File: config.mk
export PLATFORM = sky130hd
export DESIGN_NAME = rtmq_stack_guard
export DESIGN_NICKNAME = d
export VERILOG_FILES = /design/src/rtl/rtmq_stack_guard_pkg.sv /design/src/rtl/rtmq_stack_guard_gpreg.sv /design/src/rtl/rtmq_stack_guard.sv
export SDC_FILE = /design/constraint.sdc
export NUM_CORES = 1
export LEC_CHECK = 0
export ABC_AREA = 1
export BUFFER_PORTS_ARGS = -buffer_cell sky130_fd_sc_hd__buf_4
export CORE_UTILIZATION = 49
export CTS_CLUSTER_DIAMETER = 60
export CTS_CLUSTER_SIZE = 28
export DETAILED_ROUTE_END_ITERATION = 10
export GPL_ROUTABILITY_DRIVEN = 0
export PLACE_DENSITY = 0.87
export SLEW_MARGIN = 30
export SYNTH_ARGS = -nofsm -noshare
export SYNTH_HDL_FRONTEND = slang
export SYNTH_SLANG_ARGS = --single-unit
File: constraint.sdc
create_clock -name clk -period 3.2 [get_ports clk]
set_clock_uncertainty 0.15 [all_clocks]
set_input_delay 0.16 -clock clk [delete_from_list [all_inputs] [get_ports clk]]
set_output_delay 0.16 -clock clk [all_outputs]
set_load 0.05 [all_outputs]
File: src/rtl/rtmq_stack_guard_pkg.sv
// Shared RTMQ peripheral definitions used by the stack guard: bus widths,
// status-word field offsets and clear-command bit indices.
package rtmq_stack_guard_pkg;

  localparam int unsigned W_ALU = 32;
  localparam int unsigned W_REG = 32;
  localparam int unsigned W_ADR = 7;
  localparam int unsigned W_DAT = 24;
  localparam int unsigned W_DPT = 8;
  localparam int unsigned N_CLR = 3;

  localparam int unsigned STA_DPT = 0;
  localparam int unsigned STA_HWM = 8;
  localparam int unsigned STA_OVF = 16;
  localparam int unsigned STA_UDF = 17;
  localparam int unsigned STA_CNF = 18;
  localparam int unsigned STA_EMP = 19;
  localparam int unsigned STA_FUL = 20;

  localparam int unsigned CLR_STK = 0;
  localparam int unsigned CLR_HWM = 1;
  localparam int unsigned CLR_DPT = 2;

  // ALU output bus as seen by peripherals: write strobe, register address, data
  typedef struct packed {
    logic             wen;
    logic [W_ADR-1:0] adr;
    logic [W_DAT-1:0] dat;
  } alu_bus_t;

endpackage

File: src/rtl/rtmq_stack_guard_gpreg.sv
// General-purpose register: captures a write to ADDR and replays its data as a
// one-cycle trigger two cycles later.
module rtmq_stack_guard_gpreg
  import rtmq_stack_guard_pkg::*;
#(
  parameter int unsigned ADDR = 0
) (
  input  logic             i_clk,
  input  logic             i_rst,
  input  logic [W_ALU-1:0] i_alu_out,
  output logic [W_REG-1:0] o_reg_out,
  output logic             o_f_trg
);

  alu_bus_t         w_bus;
  logic             w_hit;
  logic             r_hit;
  logic [W_DAT-1:0] r_dat;
  logic             r_trg;
  logic [W_REG-1:0] r_reg;

  assign w_bus = alu_bus_t'(i_alu_out);
  assign w_hit = w_bus.wen && (w_bus.adr == W_ADR'(ADDR));

  // Stage 1 latches the decoded write, stage 2 presents it as the trigger
  always_ff @(posedge i_clk) begin
    if (i_rst) begin
      r_hit <= 1'b0;
      r_dat <= '0;
      r_trg <= 1'b0;
      r_reg <= '0;
    end else begin
      r_hit <= w_hit;
      if (w_hit) r_dat <= w_bus.dat;
      r_trg <= r_hit;
      if (r_hit) r_reg <= W_REG'(r_dat);
    end
  end

  assign o_reg_out = r_reg;
  assign o_f_trg   = r_trg;

endmodule

File: src/rtl/rtmq_stack_guard.sv
// Stack occupancy/integrity monitor: live depth, high-water mark, sticky
// overflow/underflow/conflict flags, registered status word and error pulse.
module rtmq_stack_guard
  import rtmq_stack_guard_pkg::*;
#(
  parameter int unsigned ADDR  = 0,
  parameter int unsigned N_DPT = 10
) (
  input  logic             clk,
  input  logic             rst,
  input  logic [W_ALU-1:0] alu_out,
  input  logic             f_psh,
  input  logic             f_pop,
  output logic [W_REG-1:0] sta_out,
  output logic             err_out
);

  localparam logic [W_DPT-1:0] DPT_MAX = W_DPT'(N_DPT);
  localparam logic [W_REG-1:0] STA_RST = W_REG'(1) << STA_EMP;

  logic [W_REG-1:0] w_reg;
  logic             w_trg;
  logic             w_unused_reg;
  logic             w_clr_stk, w_clr_hwm, w_clr_dpt;
  logic [W_DPT-1:0] w_dpt_base, w_dpt_nxt, w_hwm_nxt;
  logic             w_ovf_ev, w_udf_ev, w_cnf_ev;
  logic [W_REG-1:0] w_sta;

  logic [W_DPT-1:0] r_dpt, r_hwm;
  logic             r_ovf, r_udf, r_cnf, r_err;
  logic [W_REG-1:0] r_sta;

  rtmq_stack_guard_gpreg #(.ADDR(ADDR)) u_reg (
    .i_clk     (clk),
    .i_rst     (rst),
    .i_alu_out (alu_out),
    .o_reg_out (w_reg),
    .o_f_trg   (w_trg)
  );

  assign w_unused_reg = ^w_reg[W_REG-1:N_CLR];
  assign w_clr_stk    = w_trg & w_reg[CLR_STK];
  assign w_clr_hwm    = w_trg & w_reg[CLR_HWM];
  assign w_clr_dpt    = w_trg & w_reg[CLR_DPT];

  // Clear is applied first, then the push/pop event acts on the cleared depth
  always_comb begin
    w_ovf_ev   = 1'b0;
    w_udf_ev   = 1'b0;
    w_cnf_ev   = f_psh & f_pop;
    w_dpt_base = w_clr_dpt ? '0 : r_dpt;
    w_dpt_nxt  = w_dpt_base;
    if (f_pop) begin
      if (w_dpt_base == '0) w_udf_ev  = 1'b1;
      else                  w_dpt_nxt = w_dpt_base - W_DPT'(1);
    end else if (f_psh) begin
      if (w_dpt_base == DPT_MAX) w_ovf_ev  = 1'b1;
      else                       w_dpt_nxt = w_dpt_base + W_DPT'(1);
    end
    w_hwm_nxt = (w_clr_hwm || (w_dpt_nxt > r_hwm)) ? w_dpt_nxt : r_hwm;
  end

  always_ff @(posedge clk) begin
    if (rst) begin
      r_dpt <= '0;
      r_hwm <= '0;
      r_ovf <= 1'b0;
      r_udf <= 1'b0;
      r_cnf <= 1'b0;
      r_err <= 1'b0;
    end else begin
      r_dpt <= w_dpt_nxt;
      r_hwm <= w_hwm_nxt;
      r_ovf <= (r_ovf & ~w_clr_stk) | w_ovf_ev;
      r_udf <= (r_udf & ~w_clr_stk) | w_udf_ev;
      r_cnf <= (r_cnf & ~w_clr_stk) | w_cnf_ev;
      r_err <= w_ovf_ev | w_udf_ev | w_cnf_ev;
    end
  end

  always_comb begin
    w_sta                    = '0;
    w_sta[STA_DPT +: W_DPT]  = r_dpt;
    w_sta[STA_HWM +: W_DPT]  = r_hwm;
    w_sta[STA_OVF]           = r_ovf;
    w_sta[STA_UDF]           = r_udf;
    w_sta[STA_CNF]           = r_cnf;
    w_sta[STA_EMP]           = (r_dpt == '0);
    w_sta[STA_FUL]           = (r_dpt == DPT_MAX);
  end

  always_ff @(posedge clk) begin
    if (rst) r_sta <= STA_RST;
    else     r_sta <= w_sta;
  end

  assign sta_out = r_sta;
  assign err_out = r_err;

endmodule

==> metrics.md, run 1 <==
| Metric | Value |
|---|---|
| Crit-path max cell delay | roughly 0.4 ns |
| Final setup viols | 0 |
| Vias in the first global route | 2025 |
| Failing checks | DRC |
| Worst path slowest cell | dfxtp_1 |
| Crit. End Element | flip-flop |
| Worst Hold Class | in2reg |
| I/O Buffers | 36 |
| Seq pwr share | 0.297 |
| Fin. Hold Viols | 0 |
| Combinational group share of total power | 0.579 |
| Synthesized flop and latch total | 49 |
| DRT iter0 DRCs | around 180 |
| Sequential-to-total area share from yosys stat | 0.419 |
| Final wirelength | 4820 um |
| Root Buffer | clkbuf_8 |
| Maximum clock path buffer count | 2 |
| Unrepaired setup endpoints after global routing | false |
| Clock Power Share | 0.124 |
| TritonCTS clock tree | yes |
| Clock sink count | 49 |
| Max Cap Viol | 0 |
| Setup_tns | 0 ns |
| Asr flop ratio synth | 0 |
| DRC | 2 |
| CP arrival | 3.00 ns |
| Core Region | 4470 sq um |
| Min Tclk post-route | 2.95 ns |
| Fraction of layout instances using a drive strength above 1 | 0.164 |
| Crit-path cells | inv_1, nor2_4, ha_1, nand3_2, nor3_2, nor2_2, nand3_1, nand2_1, ha_1, nand2_1, nor2_1, nand4_1, nand2_1, nand2_2, buf_4, o21ai_0, nor2_1 |
| Routed len/inst | 11.5 um |
| Via density per instance | 4.91 |
| Dominant cell type by area after synthesis | dfxtp_1 |
| Crit Path Max Fanout | 5 |
| Maximum VDD drop | 0.554 mV |
| Area growth, synth to finish | 16.8% |
| H-tree Lvls | 2 |
| Setup CP Type | reg2reg |
| Fin worst setup slack | around 0.25 ns |
| Syn Std Cell Area | 2340 sq um |
| Pre-CTS WS | 0.220 ns |
| Starting density of the core | 0.523 |
| Ranking of synthesized cells by area | dfxtp_1, nand2_1, nor2_1 |
| Boundary pin count | between 60 and 70 |
| Post-synth cell types | 33 |
| Nets | about 410 |
| Syn_area_per_cell | 7.23 sq um |
| Post-DP HPWL | 3590 um |
| Pint | 1.47 mW |
| Antenna-violating nets left | 0 |
| Pwr Density | approximately 1000 nW/um^2 |
| EDFF count, synth | 0 |
| Tot GR Track Use | 0.211 |
| Die X | 71.1 um |
| Largest net degree at the start of global routing | 32 |
| Clk slew on worst S/H paths | ~0.08 ns |
| Post-CTS setup buffer count | 0 |
| CTS buffer count | 5 |
| Worst endpoint required time | 3.25 ns |
| Tcrit/Tclk final | 0.921 |
| Synth Warn # | 0 |
| Switching fraction of total power | 0.469 |
| Via count | 2054 |
| Initial antenna violation count | 0 |
| Critical path startpoint category | flip-flop |
| Fmax | 339 MHz |
| NetSw | between 1 and 1.5 mW |
| Top_reg_cell synth | dfxtp_1 |
| Lkg Pwr | approximately 1.4 nW |
| Gate Count Post-Synth | ~320 |
| Most common cell in the netlist | nand2_1 |
| Diode count | 0 |
| Die area | 5060 sq um |
| Drt pass-1 iters | 7 |
| FP Rows | 24 |
| Chip Height | 71.1 um |
| Commonest cells post-synth | nand2_1, nor2_1, dfxtp_1 |
| Status | complete, but fails checks |
| Worst-skew pair later-pin latency | 0.30 ns |
| Top cell type's share of synthesized area | 0.419 |
| Final Max Slew Viols | 0 |
| Total gr overflow | 0 |
| First-pass GRT wire length | 8380 um |
| Most used cell, CP | nand2_1 |
## critical path: cells and delay by family (launching register included)
| kind | cells | cell delay, ns |
|---|---|---|
| compound gates | 1 | 0.16 |
| buf+inv | 2 | 0.28 |
| simple gates | 12 | 1.35 |
| fa+ha+maj | 2 | 0.48 |
| flops | 1 | 0.41 |
## power by group through the flow
stage / sequential, mW / clock (mW) / combinational, mW
after floorplan: 0.981 / 0 / 1.04
after global placement: 0.829 / 0 / 1.52
after detailed placement: 0.833 / 0 / 1.58
after CTS: 0.820 / 0.349 / 1.59
after global routing: 0.834 / 0.380 / 1.81
final: 0.821 / 0.344 / 1.60
## layout by cell type (no fill, tap or decap), types with 2 or more instances in the layout
cell type	n
xor2_1	4
ha_1	12
nand2_2	3
nand2_1	63
inv_1	44
o21ai_0	16
dlygate4sd3_1	3
buf_4	40
conb_1	11
inv_2	3
nand3_1	21
clkbuf_1	3
a21oi_1	9
nor2_1	62
nor2_2	2
nand2_4	2
dfxtp_1	49
clkbuf_8	5
## layer usage
metal,global-route usage,vias to the layer above,part of all wire
met5,0,-,0
met2,0.390,53,0.50
met4,0.0889,0,0.016
li1,-,1055,-
met3,0.0385,8,0.045
met1,0.238,938,0.44
## state kept, by name, summed over array words and instances (netlist names)
name and flops:
err_out 1, u_reg.o_f_trg 1, u_reg.r_dat 3, u_reg.o_reg_out 3, r_hwm 8, r_cnf 1, u_reg.r_hit 1, r_ovf 1
r_dpt 8, sta_out 21, r_udf 1
## stage by stage
stage	utilization	hold slack, ns	instances	power (mW)	cell area, sq um
after floorplan	-	0.0919	334	2.03	2380
after global placement	0.584	0.254	407	2.34	2610
after detailed placement	0.584	0.270	407	2.41	2610
after CTS	0.609	0.0122	418	2.76	2720
after global routing	0.611	0.0616	418	3.02	2730
final	0.611	0.00876	418	2.77	2730
## logic make-up (layout without fill, tap and decap cells)
kind of cell,after synthesis,in the layout,share of synthesized area
AO/OA/AOI/OAI,31,31,0.0732
adder cells (fa/ha/maj),12,12,0.0641
other,1,11,0.00160
XOR/XNOR,5,5,0.0187
buffers and inverters,66,98,0.131
AND/OR/NAND/NOR,160,160,0.292
flip-flops,49,49,0.419
## path summary, 6_finish.rpt
path	slack, ns	to	start	depth (start not counted)
max	0.25	r_hwm[1]	r_dpt[1]	17
min	0.009	u_reg.r_hit	alu_out[31]	3
max reg2reg	0.25	r_hwm[1]	r_dpt[1]	17
min reg2reg	0.28	sta_out[16]	r_ovf	2
## cell type report
class	instances	area (sq um)
fillers	395	1740
repair buffers	43	330
well taps	52	65.1
multi-input cells	219	1100
flip-flops and latches	49	981
clock buffers	8	80.1
inverters	47	176
## timing repair
action	4_1_cts	5_1_grt
hold buffers	3	0
hold endpoints to repair	3	0
setup endpoints to repair	0	8
resized for setup	0	3
No activity file was read; power rests on OpenSTA's default activity.
==> run 2, diff against run 1 <==
==> constraint.sdc (replaced) <==
create_clock -name clk -period 3.2 [get_ports clk]
set_clock_uncertainty 0.15 [all_clocks]
set_input_delay 0.32 -clock clk [delete_from_list [all_inputs] [get_ports clk]]
set_output_delay 0.32 -clock clk [all_outputs]
set_load 0.05 [all_outputs]
==> run 2 against run 1 <==
  * The run still ends with DRC left
  * Critical path depth grew 2
  * Final cell count shrank 0.96%
  * Routed wire length decreased by 0.79%
  * Die area unchanged
  * Flip-flop and latch count unchanged
  * Via count about the same
  * Setup slack improved by 0.023 ns
  * Register-to-register slack improved by 0.02 ns
  * Sequential share of layout area is 0.31 points higher
==> metrics.md, run 2 (synthesis results as in run 1) <==
| Metric | Value |
|---|---|
| Status | complete, but fails checks |
| Failing checks | DRC |
| Final Max Slew Viols | 0 (unchanged) |
| Total gr overflow | 0 (unchanged) |
| Starting density of the core | 0.523 (unchanged) |
| Initial antenna violation count | 0 (unchanged) |
| Vias in the first global route | 1878 (-7.3%) |
| Tcrit/Tclk final | 0.914 (-0.00722) |
| Setup_tns | 0 ns (unchanged) |
| Worst path slowest cell | dfxtp_1 |
| Diode count | 0 (unchanged) |
| NetSw | 1.29 mW (-0.50%) |
| Critical path startpoint category | flip-flop |
| Max Cap Viol | 0 (unchanged) |
| Lkg Pwr | 1.41 nW (-0.54%) |
| Footprint of the multi-input gates | 1100 sq um (unchanged) |
| Unrepaired setup endpoints after global routing | false |
| Switching fraction of total power | 0.466 (-0.00344) |
| Worst endpoint required time | 3.25 ns (about the same) |
| Die area | 5060 sq um (unchanged) |
| Register-to-Register Path Depth | 19 (+2) |
| Pwr Density | 1020 nW/um^2 (+1.1%) |
| Root Buffer | clkbuf_8 |
| Critical R2R Launch | r_dpt[1] |
| Area growth, synth to finish | 15.8% |
| Boundary pin count | 69 (unchanged) |
| FP Rows | 24 (unchanged) |
| H-tree Lvls | 2 (unchanged) |
| Global routing's busiest layer | met2 |
| Crit-path cells | inv_1, nor2_4, ha_1, nand2_1, nor2_1, nand2_1, nor2_1, nand2_1, nand3_1, nand2_1, ha_1, nand2_1, nor2_1, nand4_1, nand2_1, nand2_2, buf_4, o21ai_0, nor2_1 |
| Maximum clock path buffer count | 2 (unchanged) |
| Grt met2 use | 0.365 (-0.0246) |
| Commonest non-fill, non-tap cell in the layout | nand2_1 |
| Setup CP Type | reg2reg |
| Max reg flops | 21 (unchanged) |
| Met3 usage | 0.0470 (+0.00855) |
| Tot GR Track Use | 0.203 (-0.00781) |
| CTS Hold Bufs | 0 (-3) |
| Via density per instance | 4.96 (+0.87%) |
| Clock sink count | 49 (unchanged) |
| Die X | 71.1 um (unchanged) |
| Fmax | 342 MHz (+0.79%) |
| Chip Height | 71.1 um (unchanged) |
| Most used cell, CP | nand2_1 |
| Min Tclk post-route | 2.92 ns (-0.0231 ns) |
| CP arrival | 2.97 ns (-0.03 ns) |
| Final setup viols | 0 (unchanged) |
| R2R Path End | r_hwm[1] |
| Clock Power Share | 0.128 (+0.004) |
| Worst Hold Class | in2reg |
| Crit. End Element | flip-flop |
| Fin. Hold Viols | 0 (unchanged) |
| Crit-path max cell delay | 0.39 ns (-0.02 ns) |
| Worst-skew pair later-pin latency | 0.30 ns (about the same) |
| Fraction of layout instances using a drive strength above 1 | 0.169 (+0.00457) |
| Antenna-violating nets left | 0 (unchanged) |
| Most frequent cells in the layout | nand2_1, nor2_1, dfxtp_1 |
| Global-route track usage on met1 | 0.229 (-0.00875) |
| I/O Buffers | 36 (unchanged) |
| Sequential Area | 981 sq um (unchanged) |
| Overall Power | 2.78 mW (+0.23%) |
| R2r setup slk | 0.28 ns (+0.02 ns) |
| Post-CTS setup buffer count | 0 (unchanged) |
| Fillers | 395 (unchanged) |
| CTS buffer count | 5 (unchanged) |
| DRC | 2 (unchanged) |
| Via count | 2052 (-0.097%) |
| Seq pwr share | 0.296 (about the same) |
| TritonCTS clock tree | yes |
| Post_cts resized | 0 (unchanged) |
| Critical path origin | r_dpt[1] |
| Nets | 410 (-0.73%) |
| Routed len/inst | 11.6 um (+0.17%) |
| Post-DP HPWL | 3550 um (-1.0%) |
| Largest net degree at the start of global routing | 32 (unchanged) |
| Pint | 1.48 mW (+0.88%) |
| Crit path to | r_hwm[1] |
| Crit Path Max Fanout | 5 (unchanged) |
| Core Region | 4470 sq um (unchanged) |
| Clk slew on worst S/H paths | 0.08 ns (about the same) |
| DRT iter0 DRCs | 195 (+11%) |
| First-pass GRT wire length | 7960 um (-5.0%) |
| Final wirelength | 4790 um (-0.79%) |
| Maximum VDD drop | 0.635 mV (+15%) |
| Combinational group share of total power | 0.576 (-0.003) |
| Drt pass-1 iters | 7 (unchanged) |
run 2: changes by cell type in the layout (fill, tap and decap cells not counted), sizes merged:
| cell | change |
|---|---|
| clkbuf | -1 |
| dlygate4sd3 | -3 |
run 2: per-stage QoR:
step	setup slack [ns]	util	area (sq um)	std cells	hold slack, ns
6_report	0.276	0.606	2710	414	0.131
3_5_place_dp	0.220	0.584	2610	407	0.271
5_1_grt	0.0113	0.606	2710	414	0.147
2_1_floorplan	0.527	-	2380	334	0.249
3_3_place_gp	0.339	0.584	2610	407	0.254
4_1_cts	0.187	0.603	2700	414	0.119
run 2: worst min path at each step:
stage | start | end | slack, ns | cells past startpoint
after global routing | alu_out[0] | u_reg.r_dat[0] | 0.15 | 3
after global placement | r_cnf | sta_out[18] | 0.25 | 2
after CTS | alu_out[0] | u_reg.r_dat[0] | 0.12 | 3
after detailed placement | r_cnf | sta_out[18] | 0.27 | 2
final | alu_out[2] | u_reg.r_dat[2] | 0.13 | 3
after floorplan | r_ovf | sta_out[16] | 0.25 | 2
run 2: routing by layer:
metal,wire length (um),vias up
met5,0,-
met4,61,0
met3,293,7
met2,2410,68
met1,2030,922
li1,-,1055
run 2: power groups by stage:
stage | combinational [mW] | clock [mW] | sequential [mW]
floorplan | 1.04 | 0 | 0.981
global placement | 1.51 | 0 | 0.829
detailed placement | 1.57 | 0 | 0.832
CTS | 1.59 | 0.367 | 0.818
global route | 1.79 | 0.393 | 0.834
finish | 1.60 | 0.355 | 0.821
run 2: area by class of cell:
cell class / instances / share of cell area
clock buffer: 7 / 0.0319
inverter: 47 / 0.0651
multi-input combinational: 219 / 0.406
sequential: 49 / 0.362
tap: 52 / 0.0240
timing repair buffer: 40 / 0.111
run 2: worst max-delay path: cells and delay by family (launching register included):
family	cells	cell delay, ns
DFF	1	0.39
adders and majority gates	2	0.44
buffers and inverters	2	0.27
and+or+nand+nor	14	1.40
AOI/OAI and AO/OA	1	0.16
